$ cat src/rtl/arb_pkg.sv
// Shared definitions for the eight-way round-robin arbiter: channel sizing,
// FSM state type and the rotating-priority search.
package arb_pkg;

  localparam int CHANNELS  = 8;
  localparam int SEL_WIDTH = 3;

  typedef enum logic {
    IDLE  = 1'b0,
    GRANT = 1'b1
  } arb_state_t;

  // Returns {found, index}: the first set bit of req searched from ptr
  // upwards, wrapping modulo CHANNELS. Iterating from the far end lets the
  // nearest candidate overwrite the result last.
  function automatic logic [SEL_WIDTH:0] rr_pick(
    input logic [CHANNELS-1:0]  req,
    input logic [SEL_WIDTH-1:0] ptr
  );
    logic [SEL_WIDTH:0]   res;
    logic [SEL_WIDTH-1:0] idx;
    res = '0;
    for (int k = CHANNELS - 1; k >= 0; k--) begin
      idx = ptr + SEL_WIDTH'(k);
      if (req[idx]) begin
        res = {1'b1, idx};
      end
    end
    return res;
  endfunction

endpackage

$ cat src/rtl/multiplexer8.sv
// Eight-way WIDTH-bit data multiplexer; sel picks which input drives out.
module multiplexer8 #(
  parameter int WIDTH = 32
) (
  input  logic [2:0]       sel,
  input  logic [WIDTH-1:0] in0,
  input  logic [WIDTH-1:0] in1,
  input  logic [WIDTH-1:0] in2,
  input  logic [WIDTH-1:0] in3,
  input  logic [WIDTH-1:0] in4,
  input  logic [WIDTH-1:0] in5,
  input  logic [WIDTH-1:0] in6,
  input  logic [WIDTH-1:0] in7,
  output logic [WIDTH-1:0] out
);

  always_comb begin
    out = in0;
    unique case (sel)
      3'd0: out = in0;
      3'd1: out = in1;
      3'd2: out = in2;
      3'd3: out = in3;
      3'd4: out = in4;
      3'd5: out = in5;
      3'd6: out = in6;
      3'd7: out = in7;
      default: out = in0;
    endcase
  end

endmodule

$ cat src/rtl/rr_arbiter8.sv
// Round-robin arbiter sharing one valid/ready downstream port between eight
// requesters, with bursts capped at MAX_HOLD beats per grant.
//
// state | meaning
// IDLE  | no grant held; search req_valid from ptr for the next winner
// GRANT | requester gnt owns the downstream port until its burst ends
module rr_arbiter8
  import arb_pkg::*;
#(
  parameter int WIDTH    = 32,
  parameter int MAX_HOLD = 4
) (
  input  logic                         clock,
  input  logic                         reset,
  input  logic [CHANNELS-1:0]          req_valid,
  input  logic [CHANNELS-1:0]          req_last,
  input  logic [CHANNELS*WIDTH-1:0]    req_data,
  output logic [CHANNELS-1:0]          req_ready,
  output logic                         out_valid,
  output logic [WIDTH-1:0]             out_data,
  output logic [SEL_WIDTH-1:0]         out_sel,
  output logic                         out_last,
  input  logic                         out_ready,
  output logic                         busy
);

  if (MAX_HOLD < 1 || MAX_HOLD > 16) begin : g_bad_hold
    $error("rr_arbiter8: MAX_HOLD must lie in 1..16");
  end

  localparam logic [3:0] LAST_CNT = 4'(MAX_HOLD - 1);

  arb_state_t           state_q, state_d;
  logic [SEL_WIDTH-1:0] gnt_q, gnt_d;
  logic [SEL_WIDTH-1:0] ptr_q, ptr_d;
  logic [3:0]           cnt_q, cnt_d;

  logic [SEL_WIDTH:0]   pick;
  logic                 xfer;
  logic                 end_grant;
  logic [WIDTH-1:0]     mux_out;

  assign pick = rr_pick(req_valid, ptr_q);

  always_ff @(posedge clock) begin
    if (reset) begin
      state_q <= IDLE;
      gnt_q   <= '0;
      ptr_q   <= '0;
      cnt_q   <= '0;
    end else begin
      state_q <= state_d;
      gnt_q   <= gnt_d;
      ptr_q   <= ptr_d;
      cnt_q   <= cnt_d;
    end
  end

  // A withdrawn request (valid low) can never coincide with a transfer, so
  // the withdrawal term needs no explicit "and no transfer" qualifier.
  always_comb begin
    state_d   = state_q;
    gnt_d     = gnt_q;
    ptr_d     = ptr_q;
    cnt_d     = cnt_q;
    xfer      = 1'b0;
    end_grant = 1'b0;
    unique case (state_q)
      IDLE: begin
        if (pick[SEL_WIDTH]) begin
          gnt_d   = pick[SEL_WIDTH-1:0];
          cnt_d   = '0;
          state_d = GRANT;
        end
      end
      GRANT: begin
        xfer      = req_valid[gnt_q] & out_ready;
        end_grant = (xfer & (req_last[gnt_q] | (cnt_q == LAST_CNT)))
                  | ~req_valid[gnt_q];
        if (end_grant) begin
          ptr_d   = gnt_q + 1'b1;
          state_d = IDLE;
        end else if (xfer) begin
          cnt_d = cnt_q + 1'b1;
        end
      end
      default: state_d = IDLE;
    endcase
  end

  // Reset suppresses the handshake outright so an in-flight beat is never
  // seen as accepted by either side.
  always_comb begin
    req_ready = '0;
    out_valid = 1'b0;
    out_last  = 1'b0;
    if (state_q == GRANT) begin
      out_last = req_last[gnt_q];
      if (!reset) begin
        out_valid        = req_valid[gnt_q];
        req_ready[gnt_q] = out_ready;
      end
    end
  end

  assign out_sel  = gnt_q;
  assign busy     = (state_q == GRANT);
  assign out_data = mux_out;

  multiplexer8 #(
    .WIDTH (WIDTH)
  ) u_mux (
    .sel (gnt_q),
    .in0 (req_data[0*WIDTH +: WIDTH]),
    .in1 (req_data[1*WIDTH +: WIDTH]),
    .in2 (req_data[2*WIDTH +: WIDTH]),
    .in3 (req_data[3*WIDTH +: WIDTH]),
    .in4 (req_data[4*WIDTH +: WIDTH]),
    .in5 (req_data[5*WIDTH +: WIDTH]),
    .in6 (req_data[6*WIDTH +: WIDTH]),
    .in7 (req_data[7*WIDTH +: WIDTH]),
    .out (mux_out)
  );

endmodule

$ cat config.mk
export PLATFORM = sky130hd
export DESIGN_NAME = rr_arbiter8
export DESIGN_NICKNAME = d
export VERILOG_FILES = /design/src/rtl/arb_pkg.sv /design/src/rtl/multiplexer8.sv /design/src/rtl/rr_arbiter8.sv
export SDC_FILE = /design/constraint.sdc
export NUM_CORES = 1
export LEC_CHECK = 0
export ABC_AREA = 0
export CAP_MARGIN = 40
export CORE_AREA = 2 2 126 128
export DETAILED_ROUTE_END_ITERATION = 10
export DIE_AREA = 0 0 128 130
export GPL_TIMING_DRIVEN = 0
export PLACE_DENSITY = 0.72
export SLEW_MARGIN = 0
export SYNTH_ARGS = -nofsm -noshare
export SYNTH_HDL_FRONTEND = slang
export SYNTH_SLANG_ARGS = --single-unit
$ cat constraint.sdc
create_clock -name clock -period 3.4 [get_ports clock]
set_input_delay 0.85 -clock clock [delete_from_list [all_inputs] [get_ports clock]]
set_output_delay 0.85 -clock clock [all_outputs]
set_load 0.05 [all_outputs]
==> run metrics <==
largest net degree at the start of global routing 11; wire per inst 22.6 um; Root Driver clkbuf_16; CTS HTree Levels 1; CP max FO 8; final setup margin 28.9 ps; Nets 1057; final hold violation count 0; vias per cell 5.48; Sink Count 11; status finished clean; DRT antenna net count 0; hold buffers post-CTS 0; static leakage 0.00279 uW; Mapped Avg Cell Area 8.15 sq um; Crit. Startpoint req_valid[6]; Req. time, crit path 2550 ps; Worst Skew 2.65 ps; Distinct cells, synth 56; Post-DP Area 0.00758 sq mm; Main synth FF type dfxtp_1; Worst-Margin Slew 698 ps; PwrDens 809 mW/mm^2; arrival time at the worst endpoint 2520 ps; Routed Wire Length 21.8 mm; Worst Hold Class flip-flop to flip-flop; TritonCTS Buffers 3; WS Path Type input port to primary output; min Tclk post-route 3370 ps; DRT Pass-1 Iters 5; grt ovf 0; first-pass GRT wire length 30.8 mm; vias in the first global route 5239; design area 0.00799 sq mm; most common cell after layout, fill and taps aside clkdlybuf4s50_1; number of max-cap violations 0; diodes inserted 0; fraction of layout cells with a size suffix above 1 31.2%; Die ar. 0.0166 sq mm; most frequent cells in the layout 270 x clkdlybuf4s50_1, 67 x nand2_1, 64 x mux2_2; Residual DRC 0; Syn Nets 723; Layout area overhead 123%; CP Launch Type input port; Yosys reg bits 11; Max Buffers Root-to-Sink 2; CTS clk-pin slew, worst paths 40 ps; Hold Crit Start cnt_q[3]$_SDFFE_PP0P_; Post-synth ARST share 0%; vias 5285; Core Box Area 0.0154 sq mm; initial antenna violation count 0; Final Cycle Share 99.2%; drt initial violations 359; EDFF count, synth 0; worst skew pair latency 240 ps; All-Layer GR Usage 24.1%; Initial Util 23.2%; width of the chip 128 um; Synth Instances 439; Core Util, Final 51.8%; sequential fraction of the synthesis area 6.16%; row count 46; Detail Placement HPWL 17.7 mm; CTS tree done; Max Freq 0.297 GHz; I/O pin cnt 321; # port buffers 319; final setup fails 0; yosys warns 0; worst slack at placement -1660 ps; Cell Area, Synth 0.00358 sq mm; RSZ-0062 raised after global routing true; Worst slew margin 53.5%; Slew Limit Fails 0; Reg2Reg Launch Point ptr_q[1]$_SDFFE_PP0P_; Crit. End Element primary output; IR Drop Worst-Case VDD 690 uV; GPL Wtd Cong 0.856; die height 130 um
state kept, by name (all words and copies together) (netlist names):
signal and count:
ptr_q 3, busy 1, cnt_q 4, out_sel 3
power breakdown:
part | internal (uW) | switching [uW]
Combinational | 2420 | 3640
Sequential | 164 | 32.4
Clock | 156 | 65.1
critical path, stage by stage:
cell,delay [ps]
clkdlybuf4s50_1,550
mux4_2,530
mux2i_4,260
nor3b_1,110
buf_4,210
path summary, 6_finish.rpt:
path	endpoint	slack [ps]	cells after the start
setup / recovery	out_valid	30	5
hold / removal	cnt_q[3]$_SDFFE_PP0P_	540	2
setup reg to reg	out_sel[1]$_SDFFE_PP0P_	240	10
hold reg to reg	cnt_q[3]$_SDFFE_PP0P_	540	2
Yosys cell counts (2+ instances only):
| cell type | instances | area [sq um] |
|---|---|---|
| o21ai_0 | 5 | 25.0 |
| inv_1 | 9 | 33.8 |
| nand2_1 | 68 | 255 |
| a222oi_1 | 30 | 300 |
| and2_2 | 2 | 15.0 |
| o32ai_1 | 2 | 17.5 |
| mux2_2 | 64 | 721 |
| a22o_1 | 2 | 17.5 |
| a311oi_1 | 2 | 17.5 |
| buf_1 | 7 | 26.3 |
| clkbuf_1 | 30 | 113 |
| a221oi_1 | 12 | 105 |
| o21a_1 | 3 | 22.5 |
| dfxtp_1 | 11 | 220 |
| nor3_1 | 6 | 30.0 |
| a31oi_1 | 3 | 18.8 |
| xor2_1 | 3 | 26.3 |
| a32oi_1 | 2 | 17.5 |
| nor4_4 | 2 | 42.5 |
| nand4_1 | 3 | 18.8 |
| and2_1 | 4 | 25.0 |
| or2_2 | 2 | 12.5 |
| o2111ai_1 | 3 | 26.3 |
| nor4_1 | 6 | 37.5 |
| a41oi_1 | 28 | 245 |
| mux4_2 | 12 | 270 |
| a2111oi_0 | 2 | 17.5 |
| mux4_1 | 7 | 184 |
| buf_2 | 6 | 30.0 |
| ha_1 | 9 | 113 |
| nor3b_1 | 3 | 22.5 |
| a221o_1 | 2 | 20.0 |
| o211ai_1 | 2 | 15.0 |
| mux2_4 | 2 | 30.0 |
| a211oi_1 | 2 | 15.0 |
| nor2_1 | 50 | 188 |
| or3_1 | 3 | 18.8 |
| a21oi_1 | 4 | 20.0 |
| mux2i_1 | 8 | 80.1 |
| nand2b_1 | 2 | 12.5 |
cells by family after synthesis:
kind of cell	count (synthesis)	share of synthesized area (%)
muxes	94	36.3
and+or+nand+nor	156	19.9
adders and majority gates	9	3.15
DFF	11	6.16
buffers and inverters	55	6.51
xor gates and xnor gates	4	0.980
AOI/OAI and AO/OA	110	27.0
cell type report:
| cell class | count | area (sq um) |
|---|---|---|
| Fill cell | 1443 | 7430 |
| Multi-Input combinational cell | 373 | 3820 |
| Timing Repair Buffer | 333 | 3240 |
| Buffer | 41 | 332 |
| Tap cell | 192 | 240 |
| Sequential cell | 11 | 229 |
| Clock buffer | 3 | 75.1 |
| Inverter | 10 | 52.6 |
| Clock inverter | 1 | 5.00 |
layer usage:
metal	vias to the layer above	global-route usage, %	wire (um)
met5	-	0	0
met4	0	5.37	376
met3	24	5.08	1660
met2	283	42.0	10600
met1	2529	30.9	9120
li1	2449	-	-
per-stage QoR:
step	setup TNS, ps	total power (uW)	std cells	hold slack (ps)
2_1_floorplan	0	4100	439	480
5_1_grt	-9.16	6770	964	556
3_5_place_dp	-48680	5840	950	507
3_3_place_gp	-47480	5810	950	496
6_report	0	6470	964	539
4_1_cts	-186	6400	960	521
timing repair:
item / in CTS / in global routing
resized for setup: 293 / 30
pin swaps: 17 / 7
endpoints found under the setup margin: 42 / 37
cloned: 1 / 0
setup buffers: 6 / 7
Note: power is estimated with default switching activity, not from simulation.
